$ cat src/rtl/vga_fb_arbiter.sv
// vga_fb_arbiter
//   Shares one single-port framebuffer RAM between VGA scanout and a single
//   writer. The 320x240 framebuffer is pixel- and line-doubled onto 640x480
//   timing, so scanout needs a RAM read only on even active pixels. Every
//   other cycle, and every blanking cycle, is offered to the writer.
//   Pixel data and sync are delay-matched (2 cycles) for the DAC stage.
// Optional build macro:
//   FB_WR_COUNT_EN - adds the wr_count port, which reports the number of
//                    accepted in-range writes in the last full frame.
module vga_fb_arbiter #(
  parameter int H_ACTIVE = 640,
  parameter int V_ACTIVE = 480,
  parameter int FB_W     = H_ACTIVE / 2,
  parameter int FB_H     = V_ACTIVE / 2,
  parameter int ADDR_W   = 17,
  parameter int DATA_W   = 12
) (
  input  logic              clk_pix,
  input  logic              resetn,
  input  logic [9:0]        hcount,
  input  logic [9:0]        vcount,
  input  logic              hsync,
  input  logic              vsync,
  input  logic              de,
  input  logic              wr_valid,
  input  logic [ADDR_W-1:0] wr_addr,
  input  logic [DATA_W-1:0] wr_data,
  output logic              wr_ready,
  output logic              ram_en,
  output logic              ram_we,
  output logic [ADDR_W-1:0] ram_addr,
  output logic [DATA_W-1:0] ram_wdata,
  input  logic [DATA_W-1:0] ram_rdata,
  output logic [DATA_W-1:0] pix_rgb,
  output logic              pix_de,
  output logic              pix_hsync,
  output logic              pix_vsync,
`ifdef FB_WR_COUNT_EN
  output logic [15:0]       wr_count,
`endif
  output logic              vblank_start
);

  localparam int FB_WORDS = FB_W * FB_H;

  logic              ready_q;
  logic              scan_slot;
  logic              in_range;
  logic              wr_hs;
  logic              wr_acc;
  logic [ADDR_W-1:0] row_a;
  logic [ADDR_W-1:0] col_a;
  logic [ADDR_W-1:0] scan_addr;

  logic              vld_p0;
  logic              de_p0;
  logic              hs_p0;
  logic              vs_p0;
  logic              de_p1;
  logic              hs_p1;
  logic              vs_p1;
  logic [DATA_W-1:0] rgb_p1;
  logic              vblank_q;

  // Gating with resetn keeps the RAM strobe low for the whole reset interval,
  // even though the timing generator may still be showing active video.
  assign scan_slot = resetn & de & ~hcount[0];

  // Row * 320 as (row << 8) + (row << 6); line doubling falls out of dropping vcount[0].
  assign row_a     = ADDR_W'(vcount[9:1]);
  assign col_a     = ADDR_W'(hcount[9:1]);
  assign scan_addr = (row_a << 8) + (row_a << 6) + col_a;

  assign in_range  = ({1'b0, wr_addr} < (ADDR_W + 1)'(FB_WORDS));
  assign wr_ready  = ready_q & ~scan_slot;
  assign wr_hs     = wr_valid & wr_ready;
  assign wr_acc    = wr_hs & in_range;

  // RAM port mux: scanout read wins, otherwise an in-range accepted write, otherwise idle.
  always_comb begin
    ram_en    = 1'b0;
    ram_we    = 1'b0;
    ram_addr  = '0;
    ram_wdata = '0;
    if (scan_slot) begin
      ram_en   = 1'b1;
      ram_addr = scan_addr;
    end else if (wr_acc) begin
      ram_en    = 1'b1;
      ram_we    = 1'b1;
      ram_addr  = wr_addr;
      ram_wdata = wr_data;
    end
  end

  // Writer slot enable: opens on the first clock edge after reset release.
  always_ff @(posedge clk_pix or negedge resetn) begin
    if (!resetn) ready_q <= 1'b0;
    else         ready_q <= 1'b1;
  end

  // ---- stage p0: read issued last cycle, timing delayed by one ----
  // Track which cycle has read data returning and delay the timing by one.
  always_ff @(posedge clk_pix or negedge resetn) begin
    if (!resetn) begin
      vld_p0 <= 1'b0;
      de_p0  <= 1'b0;
      hs_p0  <= 1'b0;
      vs_p0  <= 1'b0;
    end else begin
      vld_p0 <= scan_slot;
      de_p0  <= de;
      hs_p0  <= hsync;
      vs_p0  <= vsync;
    end
  end

  // ---- stage p1: pixel and timing delayed by two ----
  // Capture returning RAM word and hold it across both doubled pixels; blank outside de.
  always_ff @(posedge clk_pix or negedge resetn) begin
    if (!resetn) begin
      de_p1  <= 1'b0;
      hs_p1  <= 1'b0;
      vs_p1  <= 1'b0;
      rgb_p1 <= '0;
    end else begin
      de_p1 <= de_p0;
      hs_p1 <= hs_p0;
      vs_p1 <= vs_p0;
      if (!de_p0)      rgb_p1 <= '0;
      else if (vld_p0) rgb_p1 <= ram_rdata;
    end
  end

  // One-cycle pulse after the first blanking line starts.
  always_ff @(posedge clk_pix or negedge resetn) begin
    if (!resetn) vblank_q <= 1'b0;
    else         vblank_q <= (vcount == 10'(V_ACTIVE)) && (hcount == 10'd0);
  end

  assign pix_rgb      = rgb_p1;
  assign pix_de       = de_p1;
  assign pix_hsync    = hs_p1;
  assign pix_vsync    = vs_p1;
  assign vblank_start = vblank_q;

`ifdef FB_WR_COUNT_EN
  logic [15:0] wr_cnt_q;
  logic [15:0] wr_count_q;

  function automatic logic [15:0] sat_inc16(input logic [15:0] v);
    return (v == 16'hFFFF) ? v : v + 16'd1;
  endfunction

  // Per-frame write counter; snapshot and restart on the vblank pulse, which
  // lets a write in that same cycle count as the first of the new frame.
  always_ff @(posedge clk_pix or negedge resetn) begin
    if (!resetn) begin
      wr_cnt_q   <= '0;
      wr_count_q <= '0;
    end else if (vblank_q) begin
      wr_count_q <= wr_cnt_q;
      wr_cnt_q   <= wr_acc ? 16'd1 : 16'd0;
    end else if (wr_acc) begin
      wr_cnt_q <= sat_inc16(wr_cnt_q);
    end
  end

  assign wr_count = wr_count_q;
`endif

endmodule

$ cat config.mk
export PLATFORM = sky130hd
export DESIGN_NAME = vga_fb_arbiter
export DESIGN_NICKNAME = d
export VERILOG_FILES = /design/src/rtl/vga_fb_arbiter.sv
export SDC_FILE = /design/constraint.sdc
export NUM_CORES = 1
export LEC_CHECK = 0
export ABC_CLOCK_PERIOD_IN_PS = 3500
export CORE_MARGIN = 2
export CORE_UTILIZATION = 35
export DETAILED_ROUTE_END_ITERATION = 6
export GPL_TIMING_DRIVEN = 0
export PLACE_DENSITY = 0.89
export SLEW_MARGIN = 40
export SYNTH_ARGS = -nofsm -noshare
export SYNTH_HDL_FRONTEND = slang
export SYNTH_SLANG_ARGS = --single-unit
$ cat constraint.sdc
create_clock -name clk_pix -period 3.5 [get_ports clk_pix]
set_clock_uncertainty 0.15 [all_clocks]
set_input_delay 0.7 -clock clk_pix [delete_from_list [all_inputs] [get_ports clk_pix]]
set_output_delay 0.7 -clock clk_pix [all_outputs]
set_load 0.005 [all_outputs]
==> results.py <==
metrics = {
    "worst_setup_path": {
        "worstSetupStartpoint": "hcount[9]",
        "critPathLaunchType": "input pin",
        "critPathKind": "in -> out",
        "crit_fanout": 2,
        "cp-end-kind": "output port",
        "worstPathArrival_ns": 2.75,
        "timing.rr.start": "vld_p0$_DFF_PN0_",
        "crit_required_ns": 2.65,
    },
    "clocking": {
        "numCtsBuffers": 3,
        "cts_hold_buf": 0,
        "ctsRootBufferMaster": "clkbuf_8",
        "tritoncts": "built",
        "clkSinkCount": 21,
        "cts.clk_slew.worst_paths_ns": 0.07,
        "clk_latency_ns": 0.25,
        "cts-htree-levels": 1,
        "clockBufferDepth": 2,
    },
    "floorplan": {
        "io_pins": 115,
        "dieWidth_um": 71.9,
        "num_rows": 24,
        "initial_core_util_pct": 36.8,
        "dieArea_um2": 5160,
        "die_h_um": 71.9,
        "core_um2": 4380,
    },
    "final_layout": {
        "nets": 386,
        "fin_area_um2": 3190,
        "syn_to_final_growth_pct": 97.8,
        "diodes": 0,
        "drive_gt1_share_pct": 22.1,
    },
    "synthesis": {
        "synth_warnings": 0,
        "ys_ff_latch": 21,
        "netlist_area_um2": 1610,
        "synth_area_per_cell_um2": 9.48,
        "synth_nets": 256,
        "yosysTopAreaCellShare_pct": 32.6,
        "synth_area_leaders": "dfrtp_1 (33%), ha_1 (13%), mux2i_1 (7.5%)",
        "yosysSeqAreaShare_pct": 32.6,
        "yosysTopAreaCell": "dfrtp_1",
        "ys_types": 37,
        "synthCells": 170,
    },
    "global_route": {
        "grt_pass1_vias": 1909,
        "grt_overflow": 0,
        "grt_use_total_pct": 22.9,
        "grt_antenna_before_repair": 0,
        "grt_max_degree": 23,
        "grt_pass1_wl_um": 9140,
    },
    "route": {
        "dr.pass1.iters": 4,
        "drc": 0,
        "drt_wl_total_um": 6170,
        "vias": 1842,
        "drt_iter0_drc": 78,
        "avgRoutedWirePerCell_um": 17.6,
        "routed_via_density": 5.25,
        "ant_nets": 0,
    },
    "place": {
        "dpl-instance-area_um2": 2810,
        "gp_congestion": 0.903,
        "dpl.hpwl_um": 4670,
        "place_ws_ns": -1.03,
        "io_buffers": 114,
    },
    "pwr": {
        "irDropWorstVdd_mv": 0.134,
        "p_total_mw": 0.797,
        "p_per_area_nw_per_um2": 250,
        "cellLeakagePower_nw": 1.33,
    },
    "sta": {
        "layout_worst_path_cycle_share_pct": 103,
        "final_hold_viol_count": 0,
        "layout_setup_ws_ns": -0.104,
        "max_freq_mhz": 277,
        "totalNegativeSetupSlack_ns": -0.258,
        "slew_violations": 0,
        "rsz0062_at_grt": "yes",
        "fin_crit_ns": 3.60,
        "setup_viol": 5,
    },
    "hold_path": {
        "hp-class": "in -> async",
    },
    "outcome": {
        "status": "finished with violations",
        "violations": "negative setup slack",
    },
    "job": {
        "drv_cap": 0,
    },
}
[worst max-delay path, stage by stage]
cell	delay (ns)
buf_8	0.08
inv_4	0.03
fa_2	0.61
inv_2	0.06
ha_4	0.23
a211oi_4	0.24
buf_6	0.14
o21ai_4	0.07
buf_6	0.15
a21oi_4	0.12
a21oi_2	0.04
a22o_1	0.17
buf_2	0.12
[cells in the final DEF (no fill, tap or decap), drive strengths merged]
cell type      netlist  routed
clkbuf               2       8
a21o                 1       1
clkdlybuf4s15        0       1
clkdlybuf4s50        0      92
o21ai               12      12
mux2i               12      12
dlygate4sd2          0       6
a31oi                2       2
a21boi               1       1
nor3                 2       2
nand4bb              1       1
xnor2                2       2
or3                  1       1
o2bb2ai              1       1
nand3b               1       1
nor4                 3       3
or2                  2       2
a21oi                7       7
nand3                2       2
and2                13      13
ha                  17      17
xor2                 2       2
a32o                 2       2
o31ai                1       1
dlymetal6s2s         0       4
fa                   2       2
o21a                 3       3
a22o                10      10
nor2b               13      13
dfrtp               21      21
buf                  4      24
a211oi               3       3
nor2                 6       6
nand4                1       1
conb                 1       1
inv                  9       9
nand2               10      10
[Yosys cell counts, drive strengths merged]
cell / instances
a211oi: 3
a21boi: 1
a21o: 1
a21oi: 7
a22o: 10
a31oi: 2
a32o: 2
and2: 13
buf: 4
clkbuf: 2
conb: 1
dfrtp: 21
fa: 2
ha: 17
inv: 9
mux2i: 12
nand2: 10
nand3: 2
nand3b: 1
nand4: 1
nand4bb: 1
nor2: 6
nor2b: 13
nor3: 2
nor4: 3
o21a: 3
o21ai: 12
o2bb2ai: 1
o31ai: 1
or2: 2
or3: 1
xnor2: 2
xor2: 2
[state kept, by name (all words and copies together), names as in the netlist]
name	count
pix_hsync	1
hs_p0	1
vld_p0	1
pix_vsync	1
vs_p0	1
pix_de	1
pix_rgb	12
ready_q	1
vblank_start	1
de_p0	1
[final timing paths]
path / endpoint / slack, ns / depth (start not counted)
setup / recovery: ram_addr[12] / -0.10 / 13
setup reg to reg: pix_rgb[6]$_DFFE_PN0P_ / 2.20 / 3
hold / removal: pix_rgb[9]$_DFFE_PN0P_ / 0.20 / 1
hold reg to reg: pix_hsync$_DFF_PN0_ / 0.21 / 0
max in group asynchronous: ready_q$_DFF_PN0_ / 2.76 / 1
min in group clk_pix: pix_hsync$_DFF_PN0_ / 0.21 / 0
[where the power goes]
part | switching (mW) | internal [mW] | total [mW]
combinational | 0.163 | 0.223 | 0.387
sequential | 0.00488 | 0.252 | 0.256
clock | 0.0731 | 0.0809 | 0.154
total | 0.241 | 0.556 | 0.797
[kinds of logic (layout without fill, tap and decap cells)]
kind of cell             after synthesis  count (layout)  synth area share (%)
AND/OR/NAND/NOR                       55              55                  19.4
multiplexers                          12              12                  7.45
XOR/XNOR                               4               4                  2.17
other                                  1               1                 0.233
flip-flops                            21              21                  32.6
buffers and inverters                 15             144                  3.73
AO/OA/AOI/OAI                         43              43                  18.7
adder cells (fa/ha/maj)               19              19                  15.7
[per-layer routing]
metal	part of all wire [%]	up-vias	global-route usage [%]	wire length (um)
li1	-	862	-	-
met1	37	846	25.4	2290
met2	51	109	41.7	3170
met3	7.4	25	4.64	457
met4	4.1	0	10.9	255
met5	0	-	0	0
[timing repair]
item | CTS | global route
resized for setup | 83 | 36
setup buffers | 8 | 3
pin swaps | 18 | 16
setup endpoints to repair | 30 | 26
[final cells by class]
type / instances / area [um2]
inverter: 9 / 38.8
sequential: 21 / 526
tap: 52 / 65.1
timing repair buffer: 125 / 1210
fill: 330 / 1200
clock buffer: 4 / 45.0
multi-input combinational: 134 / 1260
buffer: 6 / 46.3
[through the flow]
step | cells | utilization [%] | hold slack (ns)
after floorplan | 170 | - | 0.181
after global placement | 336 | 64.3 | 0.184
after detailed placement | 336 | 64.2 | 0.200
after CTS | 348 | 69.2 | 0.216
after global routing | 351 | 72.7 | 0.210
final | 351 | 72.7 | 0.199
Note: power is estimated with default switching activity, not from simulation.
